$ cat src/rtl/mult_pkg.sv
// Shared encodings for the sequential multiplier host and its controller:
// controller state codes, host FSM states and the default done timeout.
package mult_pkg;

  typedef enum logic [2:0] {
    C_IDLE      = 3'd0,
    C_LSB       = 3'd1,
    C_MID       = 3'd2,
    C_MSB       = 3'd3,
    C_CALC_DONE = 3'd4,
    C_ERR       = 3'd5
  } ctrl_state_t;

  typedef enum logic [2:0] {
    H_IDLE  = 3'd0,
    H_START = 3'd1,
    H_RUN   = 3'd2,
    H_WAIT  = 3'd3,
    H_RESP  = 3'd4
  } host_state_t;

  localparam int DEFAULT_TIMEOUT_CYCLES = 8;

endpackage

$ cat src/rtl/mult_host_timer.sv
// Counts cycles spent waiting for the controller's done flag.
// Compiled only when MULT_HOST_ERR_CHECK_EN is defined.
`ifdef MULT_HOST_ERR_CHECK_EN
module mult_host_timer #(
  parameter int TIMEOUT_CYCLES = 8
) (
  input  logic clk,
  input  logic reset_a,
  input  logic run_i,
  output logic expired_o
);

  localparam int CW = $clog2(TIMEOUT_CYCLES + 1);

  logic [CW-1:0] cnt_q, cnt_d;

  always_comb begin
    cnt_d = '0;
    if (run_i) cnt_d = cnt_q + CW'(1);
  end

  always_ff @(posedge clk or negedge reset_a) begin
    if (!reset_a) cnt_q <= '0;
    else          cnt_q <= cnt_d;
  end

  // Fires in the last waiting cycle so the FSM leaves exactly TIMEOUT_CYCLES after entry.
  assign expired_o = run_i && (cnt_q == CW'(TIMEOUT_CYCLES - 1));

endmodule
`endif

$ cat src/rtl/mult_seq_host.sv
// Host sequencer for a 4-step multiplier controller: accepts operands, pulses start,
// walks count 0..3, captures the product. MULT_HOST_ERR_CHECK_EN adds error/timeout results.
module mult_seq_host
  import mult_pkg::*;
#(
  parameter int TIMEOUT_CYCLES = DEFAULT_TIMEOUT_CYCLES
) (
  input  logic        clk,
  input  logic        reset_a,
  input  logic        in_valid,
  output logic        in_ready,
  input  logic [7:0]  in_a,
  input  logic [7:0]  in_b,
  output logic        start,
  output logic [1:0]  count,
  output logic [7:0]  op_a,
  output logic [7:0]  op_b,
  input  logic        done,
  input  logic [2:0]  state_out,
  input  logic [15:0] product,
  output logic        res_valid,
  input  logic        res_ready,
  output logic [15:0] res_product,
  output logic        res_err
);

  // Both ports use valid/ready: a transfer happens on a rising edge where both are 1;
  // res_valid and its payload stay stable until that edge.

  host_state_t state_q;
  logic [1:0]  step_q, step_d;
  logic        start_q, res_valid_q, res_err_q;
  logic [15:0] res_product_q;
  logic [7:0]  op_a_q, op_b_q;
  logic        err_req;

`ifdef MULT_HOST_ERR_CHECK_EN
  logic timeout;

  mult_host_timer #(.TIMEOUT_CYCLES(TIMEOUT_CYCLES)) u_timer (
    .clk       (clk),
    .reset_a   (reset_a),
    .run_i     (state_q == H_WAIT),
    .expired_o (timeout)
  );

  // A done arriving in the timeout cycle still wins; a controller ERR always aborts.
  always_comb begin
    err_req = 1'b0;
    if (state_q == H_RUN || state_q == H_WAIT)
      err_req = (state_out == C_ERR) || (timeout && !done);
  end
`else
  logic cfg_unused;
  assign err_req    = 1'b0;
  assign cfg_unused = (^state_out) ^ (TIMEOUT_CYCLES == 0);
`endif

  always_comb begin
    step_d = 2'd0;
    if (state_q == H_RUN && !err_req && step_q != 2'd3) step_d = step_q + 2'd1;
  end

  always_ff @(posedge clk or negedge reset_a) begin
    if (!reset_a) step_q <= 2'd0;
    else          step_q <= step_d;
  end

  always_ff @(posedge clk or negedge reset_a) begin
    if (!reset_a) begin
      state_q       <= H_IDLE;
      start_q       <= 1'b0;
      op_a_q        <= 8'd0;
      op_b_q        <= 8'd0;
      res_valid_q   <= 1'b0;
      res_product_q <= 16'd0;
      res_err_q     <= 1'b0;
    end else begin
      start_q <= 1'b0;
      case (state_q)
        H_IDLE: begin
          if (in_valid) begin
            op_a_q  <= in_a;
            op_b_q  <= in_b;
            start_q <= 1'b1;
            state_q <= H_START;
          end
        end
        H_START: state_q <= H_RUN;
        H_RUN: begin
          if (err_req) begin
            res_valid_q   <= 1'b1;
            res_err_q     <= 1'b1;
            res_product_q <= 16'd0;
            state_q       <= H_RESP;
          end else if (step_q == 2'd3) begin
            state_q <= H_WAIT;
          end
        end
        H_WAIT: begin
          if (err_req) begin
            res_valid_q   <= 1'b1;
            res_err_q     <= 1'b1;
            res_product_q <= 16'd0;
            state_q       <= H_RESP;
          end else if (done) begin
            res_valid_q   <= 1'b1;
            res_err_q     <= 1'b0;
            res_product_q <= product;
            state_q       <= H_RESP;
          end
        end
        H_RESP: begin
          if (res_ready) begin
            res_valid_q <= 1'b0;
            state_q     <= H_IDLE;
          end
        end
        default: state_q <= H_IDLE;
      endcase
    end
  end

  assign in_ready    = (state_q == H_IDLE);
  assign start       = start_q;
  assign count       = step_q;
  assign op_a        = op_a_q;
  assign op_b        = op_b_q;
  assign res_valid   = res_valid_q;
  assign res_product = res_product_q;
  assign res_err     = res_err_q;

endmodule

$ cat config.mk
export PLATFORM = sky130hd
export DESIGN_NAME = mult_seq_host
export DESIGN_NICKNAME = d
export VERILOG_FILES = /design/src/rtl/mult_pkg.sv /design/src/rtl/mult_host_timer.sv /design/src/rtl/mult_seq_host.sv
export SDC_FILE = /design/constraint.sdc
export NUM_CORES = 1
export LEC_CHECK = 0
export BUFFER_PORTS_ARGS = -buffer_cell sky130_fd_sc_hd__buf_2
export CORE_MARGIN = 2
export CORE_UTILIZATION = 48
export DETAILED_ROUTE_END_ITERATION = 8
export GPL_TIMING_DRIVEN = 0
export HOLD_SLACK_MARGIN = 0.12
export PLACE_DENSITY = 0.93
export SLEW_MARGIN = 20
export SYNTH_ARGS = -nofsm -noshare
export SYNTH_HDL_FRONTEND = slang
export SYNTH_SLANG_ARGS = --single-unit
$ cat constraint.sdc
create_clock -name clk -period 2.86 [get_ports clk]
set_input_delay 0.143 -clock clk [delete_from_list [all_inputs] [get_ports clk]]
set_output_delay 0.143 -clock clk [all_outputs]
set_load 0.05 [all_outputs]
==> results summary <==
The maximum clock insertion buffer count is 2. The first global-routing pass estimated 5.740 mm of wire. The cell depth of the worst setup path is 6. The final setup violation count is 0. The critical path start-end classification is reg2reg. The register-to-register setup slack came out at 1300 ps.

STA classifies the critical path endpoint as a flop. The flop and latch count out of synthesis came out at 39. The routed length on met3 is 387 µm. The die covers 3806 µm². The area of the placeable core came out at 3103 µm². The largest net degree at the start of global routing is 40. The number of port buffers came out at 73. The clock sink count came out at 39. The worst register-to-register path ends at op_a[7]. The post-route setup TNS came out at 0 ps. The cell count of the worst hold path is 4. The H-tree was split into 2 levels.

The proportion of layout cells with a drive suffix above 1 is 57.28%. The detailed-route wire length came out at 3.921 mm. In this design, the critical path's most frequently occurring cell is buf_12. The sequential cell area fraction in the yosys report is 61.08%.

The number of distinct library cells after synthesis is 22. Dividing the final minimum period by the clock period gives 54.56%. The mean routed wirelength per cell came out at 15.26 µm.

Sorting the synthesized cells by area gives the leading types as dfrtp_1 61%, mux2_2 16%, mux2_4 8.5%, buf_12 2.5%, buf_6 1.4%. The initial cell density of the core is 51.49%. The average vias per placed instance is 4.646. The number of max-slew violations in the final report came out at 0. The combinational fraction of design power came out at 56.7%. The number of cells on the worst reg-to-reg path came out at 6. The number of gates resized after cts came out at 0. The vias after detailed routing came out at 1194. The post-place instance area came out at 2018 µm².

The combined buffer and inverter count along the critical path came out at 3. Timing analysis after detailed placement gives a worst setup slack of 1323 ps. The total overflow reported by the global router is 0. The synthesized netlist cell count is 97. The congestion estimate from routability-driven global placement came to 0.6580. The synthesized net count came out at 138. The die span in x came out at 61.70 µm. For this design, the slowest cell found on the critical path is dfrtp_1. The post-route cell area came out at 2474 µm². The switching portion of total power is 48.80%. Of all cell types, the one taking the most synthesized area is dfrtp_1. The number of buffers inserted during clock tree synthesis came out at 5. The number of buffers inserted to repair setup after CTS is 0.

In this run the tightest slew margin relative to its limit is 44.30%. The initial antenna violation count came out at 0. After the last flow step, the layout net total stands at 253. Walking the worst path, the cells encountered are buf_6, nor3_4, and2_4, buf_12, buf_12, mux2_4. The category of the worst setup path launch point is a flop. The leakage power figure came out at 1.205 nW.

The row count is 20. The later pin in the worst-skew pair is clocked with a latency of 350 ps. The top-area cell type share of the netlist area came out at 61.08%. In this run the worst hold path is classified as in2reg. The maximum vdd drop came out at 0.0009345 V. The worst hold path terminates at state_q[0]. The startpoint identified for the worst register-to-register timing path is state_q[0]. The post-synth design cell area came out at 1598 µm². In the routed design, unresolved DRC markers number 0. TritonCTS built the clock tree.

STA puts the critical path data arrival time at 1790 ps. The final setup skew came out at 15.24 ps. The per-instance average area after synthesis is 16.47 µm². The internal power came out at 0.001690 W.

At the pin with the least slew margin, the transition time is 835.5 ps. The height of the die came out at 61.70 µm. On the critical path the largest part of the delay comes from buffers and inverters. The required time of the critical path came out at 3090 ps. The power per standard cell area is 1334 nW/µm².

The peak fanout along the critical path is 10. The hold path startpoint is in_valid. The run finished with clean final reports. The initial detailed-routing violation count is 38.

The number of antenna-violating nets in the routed design came out at 0. The root buffer cell chosen for the clock tree is clkbuf_4. For this run, the total global-route usage over all layers was measured as 21.88%. The area growth from synthesis to layout is 54.82%.

Setup slack closes at 1299 ps. The number of global-route vias before repair is 1225. The yosys synthesis warning count is 0. Setup repair after global routing left no endpoint under its margin. The highest layer touched by signal routing is met4.

Static timing analysis puts the maximum clock frequency at 0.6408 GHz. Once detailed placement completed, the half-perimeter wirelength came to 2.133 mm. The I/O pin count came out at 78. The part of the total power dissipated in the clock network is 13.9%. In the layout the commonest cells are 73 x buf_2, 39 x dfrtp_1, 35 x dlygate4sd3_1. The commonest non-fill, non-tap cell in the layout is buf_2.

The tool flagged a number of max-cap violations equal to 0. The number of hold-slack violations in the final timing report was 0. The post-CTS clock slew at the launch and capture registers of the worst setup and hold paths is 130 ps. The number of detailed-route iterations in the first pass is 3. The time the worst path needs with I/O delays and setup came out at 1561 ps. The switching power total came out at 0.001610 W. The final antenna diode count came out at 0. The peak per-stage delay on the critical path is 390 ps. The detailed router put a total of 1.523 mm of wire on met1. The utilization after layout is 79.72%. In this run, flip-flops and latches consume 29.3% of the power.

The amount of wire on met2 after detailed routing came out at 1.961 mm.
Yosys cell counts:
library cell	instances
mux2_2	23
a31oi_1	1
nand3_1	1
conb_1	1
ha_1	1
inv_1	1
buf_6	2
and2_4	1
buf_4	2
nor4b_1	1
buf_12	2
o21ai_0	2
dfrtp_1	39
a211oi_1	2
mux2_4	9
nor2b_1	1
nor3_4	1
nor4_1	1
o41ai_1	1
nand2b_1	1
nand2_1	3
nand4_4	1
power by group through the flow:
| stage | Sequential [W] | Clock, W | Combinational (W) |
|---|---|---|---|
| 2_1_floorplan | 0.00184 | 0 | 0.000560 |
| 3_3_place_gp | 0.000941 | 0 | 0.00180 |
| 3_5_place_dp | 0.000964 | 0 | 0.00183 |
| 4_1_cts | 0.000958 | 0.000462 | 0.00187 |
| 5_1_grt | 0.000994 | 0.000495 | 0.00196 |
| 6_report | 0.000968 | 0.000460 | 0.00187 |
worst max path at each step:
| stage | start | to | slack (ps) |
|---|---|---|---|
| floorplan | state_q[0] | op_a[4] | 980 |
| global placement | state_q[0] | op_b[1] | 1340 |
| detailed placement | state_q[0] | op_b[1] | 1320 |
| CTS | state_q[0] | op_b[1] | 1290 |
| global route | state_q[0] | op_a[4] | 1230 |
| finish | state_q[0] | op_a[7] | 1300 |
per-stage QoR:
| step | hold slack, ps | std cells | total power (W) |
|---|---|---|---|
| floorplan | -152.6 | 97 | 0.002404 |
| global placement | 261.4 | 214 | 0.002746 |
| detailed placement | 287.1 | 214 | 0.002797 |
| CTS | 292.9 | 257 | 0.003288 |
| global route | 299.8 | 257 | 0.003448 |
| finish | 301.8 | 257 | 0.003300 |
routing by layer:
layer	vias to the layer above	global-route usage [%]
li1	575	-
met1	549	23.46
met2	63	38.65
met3	7	10.14
met4	0	6.383
met5	-	0
worst register-to-register path: cells and delay by family, from the launching register on:
family	cells	cell delay (ps)
multiplexers	1	290
flip-flops	1	390
buffers and inverters	3	400
AND/OR/NAND/NOR	2	360
state kept, by name, indices dropped and copies added (netlist names):
register,flops
start,1
count,2
res_product,16
state_q,3
res_valid,1
op_a,8
op_b,8
cell families after synthesis:
group	Yosys count	share of synthesized area, %
other	1	0.2347
adder cells (fa/ha/maj)	1	0.7830
multiplexers	32	24.67
AO/OA/AOI/OAI	6	2.506
flip-flops	39	61.08
buffers and inverters	7	5.090
AND/OR/NAND/NOR	11	5.639
area by class of cell:
| type | count | area [µm²] |
|---|---|---|
| clock buffers | 5 | 37.54 |
| multi-input cells | 51 | 540.5 |
| plain buffers | 6 | 77.57 |
| fillers | 190 | 629.4 |
| clock inverters | 3 | 67.56 |
| repair buffers | 108 | 715.7 |
| inverters | 1 | 3.754 |
| flip-flops and latches | 39 | 975.9 |
| well taps | 44 | 55.05 |
timing repair:
action                                  CTS  global route
endpoints found under the setup margin    0             0
endpoints found under the hold margin    75             0
hold buffers                             35             0
No activity file was read; power rests on OpenSTA's default activity.
